==> src/rtl/mem_arbiter_if.sv <==
// Bundle of the two requester ports, the memory-side strobes and the arbiter status.
// Handshake: a port raises pN_req with we/addr/wdata stable and holds it until the
// one-cycle pN_ack pulse; req still high in the cycle after ack is a fresh request.
interface mem_arbiter_if #(
    parameter int AW = 8,
    parameter int DW = 8
);
    logic          p0_req;
    logic          p0_we;
    logic [AW-1:0] p0_addr;
    logic [DW-1:0] p0_wdata;
    logic          p0_ack;
    logic [DW-1:0] p0_rdata;

    logic          p1_req;
    logic          p1_we;
    logic [AW-1:0] p1_addr;
    logic [DW-1:0] p1_wdata;
    logic          p1_ack;
    logic [DW-1:0] p1_rdata;

    logic          mem_en;
    logic          mem_we;
    logic [AW-1:0] mem_addr;
    logic [DW-1:0] mem_wdata;
    logic [DW-1:0] mem_rdata;

    logic          busy;
    logic          grant_id;
    logic [1:0]    dbg_state;

    modport slave (
        input  p0_req, p0_we, p0_addr, p0_wdata,
        input  p1_req, p1_we, p1_addr, p1_wdata,
        input  mem_rdata,
        output p0_ack, p0_rdata, p1_ack, p1_rdata,
        output mem_en, mem_we, mem_addr, mem_wdata,
        output busy, grant_id, dbg_state
    );

    modport master (
        output p0_req, p0_we, p0_addr, p0_wdata,
        output p1_req, p1_we, p1_addr, p1_wdata,
        output mem_rdata,
        input  p0_ack, p0_rdata, p1_ack, p1_rdata,
        input  mem_en, mem_we, mem_addr, mem_wdata,
        input  busy, grant_id, dbg_state
    );
endinterface

==> src/rtl/mem_arbiter.sv <==
// Two-port arbiter in front of a single synchronous memory: IDLE -> ACCESS -> RESP,
// round-robin or port-0-priority on ties, per-port read-data holding registers.
module mem_arbiter #(
    parameter int AW         = 8,
    parameter int DW         = 8,
    parameter bit FIXED_PRIO = 1'b0
) (
    input  logic         clk,
    input  logic         reset,
    mem_arbiter_if.slave bus
);
    typedef enum logic [1:0] {
        IDLE   = 2'd0,
        ACCESS = 2'd1,
        RESP   = 2'd2
    } state_t;

    state_t        state_q, state_d;
    logic          last_grant_q;
    logic          gnt_q;
    logic          we_q;
    logic [AW-1:0] addr_q;
    logic [DW-1:0] wdata_q;
    logic [DW-1:0] hold0_q, hold1_q;
    logic          load;
    logic          winner;
    logic          in_resp_read;

    always_comb begin
        state_d = state_q;
        load    = 1'b0;
        winner  = 1'b0;
        case (state_q)
            IDLE: begin
                if (bus.p0_req || bus.p1_req) begin
                    load    = 1'b1;
                    state_d = ACCESS;
                    // On a tie, round-robin hands the slot to whoever was not served last.
                    if (bus.p0_req && bus.p1_req) winner = FIXED_PRIO ? 1'b0 : ~last_grant_q;
                    else                          winner = bus.p1_req;
                end
            end
            ACCESS:  state_d = RESP;
            RESP:    state_d = IDLE;
            default: state_d = IDLE;
        endcase
    end

    always_ff @(posedge clk or posedge reset) begin
        if (reset) begin
            state_q      <= IDLE;
            last_grant_q <= 1'b1;
            gnt_q        <= 1'b0;
            we_q         <= 1'b0;
            addr_q       <= '0;
            wdata_q      <= '0;
            hold0_q      <= '0;
            hold1_q      <= '0;
        end else begin
            state_q <= state_d;
            if (load) begin
                gnt_q        <= winner;
                last_grant_q <= winner;
                we_q         <= winner ? bus.p1_we    : bus.p0_we;
                addr_q       <= winner ? bus.p1_addr  : bus.p0_addr;
                wdata_q      <= winner ? bus.p1_wdata : bus.p0_wdata;
            end
            if (in_resp_read) begin
                if (gnt_q) hold1_q <= bus.mem_rdata;
                else       hold0_q <= bus.mem_rdata;
            end
        end
    end

    assign in_resp_read = (state_q == RESP) && !we_q;

    // Outputs decode straight from state so an asynchronous reset drops them at once.
    assign bus.mem_en    = (state_q == ACCESS);
    assign bus.mem_we    = (state_q == ACCESS) && we_q;
    assign bus.mem_addr  = addr_q;
    assign bus.mem_wdata = wdata_q;

    assign bus.p0_ack    = (state_q == RESP) && !gnt_q;
    assign bus.p1_ack    = (state_q == RESP) &&  gnt_q;
    assign bus.p0_rdata  = (in_resp_read && !gnt_q) ? bus.mem_rdata : hold0_q;
    assign bus.p1_rdata  = (in_resp_read &&  gnt_q) ? bus.mem_rdata : hold1_q;

    assign bus.busy      = (state_q != IDLE);
    assign bus.grant_id  = (state_q != IDLE) && gnt_q;
    assign bus.dbg_state = state_q;
endmodule

==> src/flat_wrapper.sv <==
// flat-port wrapper written by rule: the top's interface ports become plain ports
module mem_arbiter_flat 
#(
    parameter int AW         = 8,
    parameter int DW         = 8,
    parameter bit FIXED_PRIO = 1'b0
)
  (clk, reset, bus_p0_req, bus_p0_we, bus_p0_addr, bus_p0_wdata, bus_p1_req, bus_p1_we, bus_p1_addr, bus_p1_wdata, bus_mem_rdata, bus_p0_ack, bus_p0_rdata, bus_p1_ack, bus_p1_rdata, bus_mem_en, bus_mem_we, bus_mem_addr, bus_mem_wdata, bus_busy, bus_grant_id, bus_dbg_state);
  mem_arbiter_if #(.AW(AW), .DW(DW)) bus_i ();
  input  logic clk;
  input  logic reset;
  input wire logic [$bits(bus_i.p0_req)-1:0] bus_p0_req;
  input wire logic [$bits(bus_i.p0_we)-1:0] bus_p0_we;
  input wire logic [$bits(bus_i.p0_addr)-1:0] bus_p0_addr;
  input wire logic [$bits(bus_i.p0_wdata)-1:0] bus_p0_wdata;
  input wire logic [$bits(bus_i.p1_req)-1:0] bus_p1_req;
  input wire logic [$bits(bus_i.p1_we)-1:0] bus_p1_we;
  input wire logic [$bits(bus_i.p1_addr)-1:0] bus_p1_addr;
  input wire logic [$bits(bus_i.p1_wdata)-1:0] bus_p1_wdata;
  input wire logic [$bits(bus_i.mem_rdata)-1:0] bus_mem_rdata;
  output wire logic [$bits(bus_i.p0_ack)-1:0] bus_p0_ack;
  output wire logic [$bits(bus_i.p0_rdata)-1:0] bus_p0_rdata;
  output wire logic [$bits(bus_i.p1_ack)-1:0] bus_p1_ack;
  output wire logic [$bits(bus_i.p1_rdata)-1:0] bus_p1_rdata;
  output wire logic [$bits(bus_i.mem_en)-1:0] bus_mem_en;
  output wire logic [$bits(bus_i.mem_we)-1:0] bus_mem_we;
  output wire logic [$bits(bus_i.mem_addr)-1:0] bus_mem_addr;
  output wire logic [$bits(bus_i.mem_wdata)-1:0] bus_mem_wdata;
  output wire logic [$bits(bus_i.busy)-1:0] bus_busy;
  output wire logic [$bits(bus_i.grant_id)-1:0] bus_grant_id;
  output wire logic [$bits(bus_i.dbg_state)-1:0] bus_dbg_state;
  assign bus_i.p0_req = bus_p0_req;
  assign bus_i.p0_we = bus_p0_we;
  assign bus_i.p0_addr = bus_p0_addr;
  assign bus_i.p0_wdata = bus_p0_wdata;
  assign bus_i.p1_req = bus_p1_req;
  assign bus_i.p1_we = bus_p1_we;
  assign bus_i.p1_addr = bus_p1_addr;
  assign bus_i.p1_wdata = bus_p1_wdata;
  assign bus_i.mem_rdata = bus_mem_rdata;
  assign bus_p0_ack = bus_i.p0_ack;
  assign bus_p0_rdata = bus_i.p0_rdata;
  assign bus_p1_ack = bus_i.p1_ack;
  assign bus_p1_rdata = bus_i.p1_rdata;
  assign bus_mem_en = bus_i.mem_en;
  assign bus_mem_we = bus_i.mem_we;
  assign bus_mem_addr = bus_i.mem_addr;
  assign bus_mem_wdata = bus_i.mem_wdata;
  assign bus_busy = bus_i.busy;
  assign bus_grant_id = bus_i.grant_id;
  assign bus_dbg_state = bus_i.dbg_state;
  mem_arbiter #(.AW(AW), .DW(DW), .FIXED_PRIO(FIXED_PRIO)) u_core (.clk(clk), .reset(reset), .bus(bus_i));
endmodule
==> config.mk <==
export PLATFORM = sky130hd
export DESIGN_NAME = mem_arbiter_flat
export DESIGN_NICKNAME = d
export VERILOG_FILES = /design/src/rtl/mem_arbiter_if.sv /design/src/rtl/mem_arbiter.sv /design/src/flat_wrapper.sv
export SDC_FILE = /design/constraint.sdc
export NUM_CORES = 1
export LEC_CHECK = 0
export ABC_AREA = 1
export BUFFER_PORTS_ARGS = -buffer_cell sky130_fd_sc_hd__buf_2
export CAP_MARGIN = 20
export CORE_MARGIN = 2
export CORE_UTILIZATION = 43
export DETAILED_ROUTE_END_ITERATION = 8
export PLACE_DENSITY = 0.79
export SYNTH_ARGS = -nofsm -noshare
export SYNTH_HDL_FRONTEND = slang
export SYNTH_SLANG_ARGS = --single-unit
==> constraint.sdc <==
create_clock -name clk -period 1.13 [get_ports clk]
set_input_delay 0 -clock clk [delete_from_list [all_inputs] [get_ports clk]]
set_output_delay 0 -clock clk [all_outputs]
set_load 0.01 [all_outputs]
# Yosys cells after proc, flatten, opt, wreduce, memory -nomap -nowiden
# Cells that the tools add are included.
[totals]
regBits = 37
latch_bits = 0
ramBits = 0
romBits = 0
input_bits = 46
output_inout_bits = 40
wordCells = 40
mem_count = 0
[op_classes]
n_addsub = 0
multipliers = 0
n_div = 0
n_lt_le_gt_ge = 0
eq_ne = 3
shift = 0
muxes = 12
bitwise_logic = 2
reduce_logical = 15
[op_table]
columns = ["operator", "n"]
rows = [
  ["8-bit two-way mux", 4],
  ["1-bit logical AND", 8],
  ["1-bit two-way mux", 6],
  ["2-bit case mux with 2 select lines", 1],
  ["2-bit AND reduction", 2],
  ["2-bit by 1-bit == test with 1-bit output (second input constant)", 1],
  ["2-bit == test (second input constant)", 1],
  ["1-bit zero test", 2],
  ["2-bit zero test", 1],
  ["2-bit two-way mux", 1],
  ["2-bit by 1-bit inequality test with 1-bit output (second input constant)", 1],
  ["1-bit inverter", 2],
  ["2-bit nonzero test", 1],
  ["1-bit logical OR", 1],
]

# Depth between registers and ports, before layout
[logic_depth]
depth_word = 5
ltp_mapped = 9
mapped_depth_nobuf = 7

# Worst setup path after synthesis
# No wires, ideal clock.
[synth_timing]
kind = "register to register"
start = "register u_core.state_q[1] (netlist: u_core.bus.dbg_state[1])"
end = "register u_core.hold0_q[0]"
arrival_time_ps = 1177
required_time_ps = 1012
setup_slack_ps = -164
stages_incl_launch_ff = 6
n_path_buf = 1
synth_period_minus_slack_ps = 1294
cell_sequence = "dfrtp_1 -> inv_2 -> nor2_4 -> nand3_2 -> buf_6 -> o21ai_1"
[synth_via]
elab_chain_len = 3
[synth_lines]
columns = ["item", "line_no", "rtl"]
rows = [
  ["start, declared", "mem_arbiter.sv:18", "state_t state_q, state_d;"],
  ["start signal, assigned", "mem_arbiter.sv:60", "state_q <= state_d;"],
  ["2-bit == test", "mem_arbiter.sv:75", "assign in_resp_read = (state_q == RESP) && !we_q;"],
  ["1-bit logical AND", "mem_arbiter.sv:75", ""],
  ["2-bit AND reduction (no line)", "--", ""],
  ["end signal, assigned", "mem_arbiter.sv:70", "else hold0_q <= bus.mem_rdata;"],
  ["end, declared", "mem_arbiter.sv:24", "logic [DW-1:0] hold0_q, hold1_q;"],
]
# Every way passes these cells.
# A chain may end at the register's enable or synchronous reset.

# Worst setup path in the final report
[layout_timing]
start = "register u_core.state_q[1] (netlist: u_core.bus.dbg_state[1])"
end = "output bus_p0_rdata[6]"
[layout_via]
elab_chain_len = 4
[layout_lines]
columns = ["item", "line_no", "rtl"]
rows = [
  ["2-bit == test", "mem_arbiter.sv:75", ""],
  ["1-bit logical AND", "mem_arbiter.sv:75", ""],
  ["1-bit logical AND", "mem_arbiter.sv:85", "assign bus.p0_rdata = (in_resp_read && !gnt_q) ? bus.mem_rdata : hold0_q;"],
  ["8-bit two-way mux", "mem_arbiter.sv:85", ""],
  ["end, declared", "flat_wrapper.sv:22", "output wire logic [$bits(bus_i.p0_rdata)-1:0] bus_p0_rdata;"],
]
# Every way passes these cells.

==> metrics <==
clock tree from TritonCTS=done; ordered list of cells on the worst path=inv_2 -> nor2_4 -> nand3_4 -> buf_12 -> nand2_1 -> o21ai_2 -> buf_2; final hold violation count=0; WP data required=1.13 ns; internal power component=5.11 mW; via count of the first global-routing pass=1,872; Via density=4.65; number of pins with negative max-slew slack in the final report=0; overall fraction of global-route tracks in use=21.2%; area growth from synthesis to final layout=65.1%; Core Box Area=4410 µm²; Setup violations, final=59; Boundary Pins=between 80 and 90; RSZ-0062 raised after global routing=yes; share of layout cells above drive strength 1=54.0%; antenna violations before repair=0; wire length per cell=~13 µm; Worst Path Max Fanout=16; post-synthesis sequential area ratio=46.3%; switching power=3.65 mW; Synth Area per Inst=roughly 7.6 µm²; combinational share of power=59.5%; flip-flop and latch count after synthesis=37; Initial DRC Count=between 100 and 150; DIE AREA=5220 µm²; final clock period utilization by the worst path=132%; hpwl dp=3480 µm; Worst Setup Path Type=flip-flop to output pin; number of maximum-capacitance constraint violations=0; number of warning messages in the yosys log=0; CP Launch Type=flip-flop; Die X-Extent=72.3 µm; Slowest Stage Delay on Critical Path=about 0.38 ns; master of the slowest instance on the critical path=sky130_fd_sc_hd__dfrtp_2; vertical die dimension=72.3 µm; Clock Skew=0.0119 ns; CTS Root Cell=sky130_fd_sc_hd__clkbuf_8; number of nets in the finished design=432; Total Neg Setup Slack=-10.46 ns; power density of the placed cells=2650 nW/µm²; clock network latency to the later pin of the worst-skew pair=about 0.29 ns; CTS buffer count=5; Final Instance Area=3310 µm²; achievable clock frequency=about 670 MHz; post-route DRC violation count=0; Antenna diodes=0; overflow left after global routing=0; Crit. End Element=output pin; WL final=5910 µm; Clock H-tree levels=2; number of nets still failing antenna checks after routing=0; total buffers and inverters traversed by the critical path=3; Post-Place Worst Slack=-0.0847 ns; number of port buffers=85; switching share of power=41.6%; wire length of the first global-routing pass=approximately 8500 µm; cells after synthesis=264; post-synth net total=310; Final Critical Period=1.49 ns; maximum vdd drop=1.29 mV; via total after detailed routing=roughly 2,000; number of sinks on the clock net=37; Mapped Area=2000 µm²; delay-heaviest family, CP=flip-flops; Hold WC Path Type=input pin to flip-flop; transition time at the pin with the least slew margin=0.222 ns; pin count of the biggest net entering global routing=38; clock slew at the register clock pins of the worst setup and hold paths=0.08 ns; Max Buffers Root-to-Sink=2; outcome=complete, but fails checks; arrival time worst endpoint=around 1.5 ns; last weighted congestion value of the routability-driven placer=0.789; standard-cell rows=24; effective utilization at floorplan=between 40% and 50%; Leakage Power=1.91 nW; placed instance area=approximately 2700 µm²; worst slew slack as a fraction of its limit=85.2%; portion of total power attributed to sequential cells=27.3%; Distinct cells, synth=18; detailed-router iteration count before antenna repair=4; final setup margin=-0.360 ns; failing checks=setup timing; clock network fraction of design power=a little over an eighth
[layer usage]
| layer | share of wire (%) | global-route usage (%) |
|---|---|---|
| met1 | 41 | 26.8 |
| met2 | 50 | 35.6 |
| met3 | 5.5 | 5.42 |
| met4 | 3.4 | 6.92 |
| met5 | 0 | 0 |
[sequential cells by signal, summed over array words and instances (netlist names)]
register / cells
u_core.hold1_q: 8
u_core.last_grant_q: 1
u_core.bus.mem_addr: 8
u_core.hold0_q: 8
u_core.gnt_q: 1
u_core.bus.dbg_state: 2
u_core.we_q: 1
u_core.bus.mem_wdata: 8
[cell families after synthesis]
group / share of synthesized area, %
buf+inv: 16.9
simple gates: 30.0
compound gates: 6.87
flops: 46.3
[power by group through the flow]
stage | clock network [mW] | registers [mW] | logic, mW
after CTS | 1.18 | 2.34 | 4.25
after global routing | 1.23 | 2.45 | 5.65
after detailed placement | 0 | 2.34 | 3.84
after global placement | 0 | 2.33 | 3.72
after floorplan | 0 | 2.45 | 2.38
final | 1.16 | 2.39 | 5.21
[worst register-to-register path: cells and delay by family (launching register included)]
kind          cells  cell delay (ns)
simple gates      5             0.48
buf+inv           3             0.42
flops             1             0.44
[area by class of cell]
type	count	area [µm²]
Sequential cell	37	930
Inverter	66	255
Fill cell	297	1110
Tap cell	52	65.1
Timing Repair Buffer	124	951
Multi-Input combinational cell	152	995
Clock buffer	5	68.8
Clock inverter	3	43.8
[cells in the final DEF (no fill, tap or decap)]
master / instances
sky130_fd_sc_hd__nor2_4: 5
sky130_fd_sc_hd__nand3_4: 3
sky130_fd_sc_hd__clkinv_2: 1
sky130_fd_sc_hd__inv_6: 2
sky130_fd_sc_hd__clkbuf_16: 1
sky130_fd_sc_hd__nor3_1: 1
sky130_fd_sc_hd__dfstp_2: 1
sky130_fd_sc_hd__dfrtp_2: 2
sky130_fd_sc_hd__nand2_1: 54
sky130_fd_sc_hd__inv_2: 10
sky130_fd_sc_hd__buf_4: 5
sky130_fd_sc_hd__nand2_4: 8
sky130_fd_sc_hd__nand2_2: 43
sky130_fd_sc_hd__inv_4: 1
sky130_fd_sc_hd__buf_2: 75
sky130_fd_sc_hd__buf_6: 22
sky130_fd_sc_hd__buf_12: 5
sky130_fd_sc_hd__nand3_1: 17
sky130_fd_sc_hd__o21ai_4: 9
sky130_fd_sc_hd__dfrtp_1: 34
sky130_fd_sc_hd__nor2_1: 3
sky130_fd_sc_hd__o21ai_2: 8
sky130_fd_sc_hd__nor2_2: 1
sky130_fd_sc_hd__dlygate4sd3_1: 15
sky130_fd_sc_hd__inv_1: 54
sky130_fd_sc_hd__buf_8: 1
sky130_fd_sc_hd__bufinv_16: 1
sky130_fd_sc_hd__clkbuf_8: 5
[timing repair]
action                     in CTS  in global routing
buffers inserted                4                  5
hold buffers                   15                  0
setup endpoints to repair      55                 60
pin swaps                       3                 19
gates cloned                    0                  2
hold endpoints to repair       52                  0
gates resized for setup        23                 68
[through the flow]
stage / hold WS [ns] / std cells / power [mW] / util, %
global route: 0.0217 / 439 / 9.32 / 74.9
finish: 0.00864 / 439 / 8.76 / 74.9
floorplan: 0.163 / 264 / 4.83 / -
CTS: 0.0000902 / 434 / 7.77 / 68.8
detailed placement: 0.0609 / 407 / 6.17 / 60.4
global placement: 0.0620 / 407 / 6.05 / 60.4
[worst paths after layout]
kind	startpoint	endpoint	slack [ns]	cells after the start
setup reg to reg	u_core.bus.dbg_state[0]	u_core.bus.mem_addr[5]	-0.25	8
min in group asynchronous	reset	u_core.hold1_q[7]	0.27	4
hold / removal	bus_p0_wdata[4]	u_core.bus.mem_wdata[4]	0.009	5
max in group asynchronous	reset	u_core.last_grant_q	0.60	4
setup / recovery	u_core.bus.dbg_state[1]	bus_p0_rdata[6]	-0.36	7
hold reg to reg	u_core.hold1_q[7]	u_core.hold1_q[7]	0.47	2
[Yosys cell counts, drive strengths merged]
cell type	n	area, µm²
nand3	20	115
nor3	1	5.00
nand2	105	424
buf	9	90.1
dfrtp	36	901
o21ai	17	138
nor2	9	56.3
dfstp	1	26.3
inv	66	248
Power figures use the tool's default switching activity.
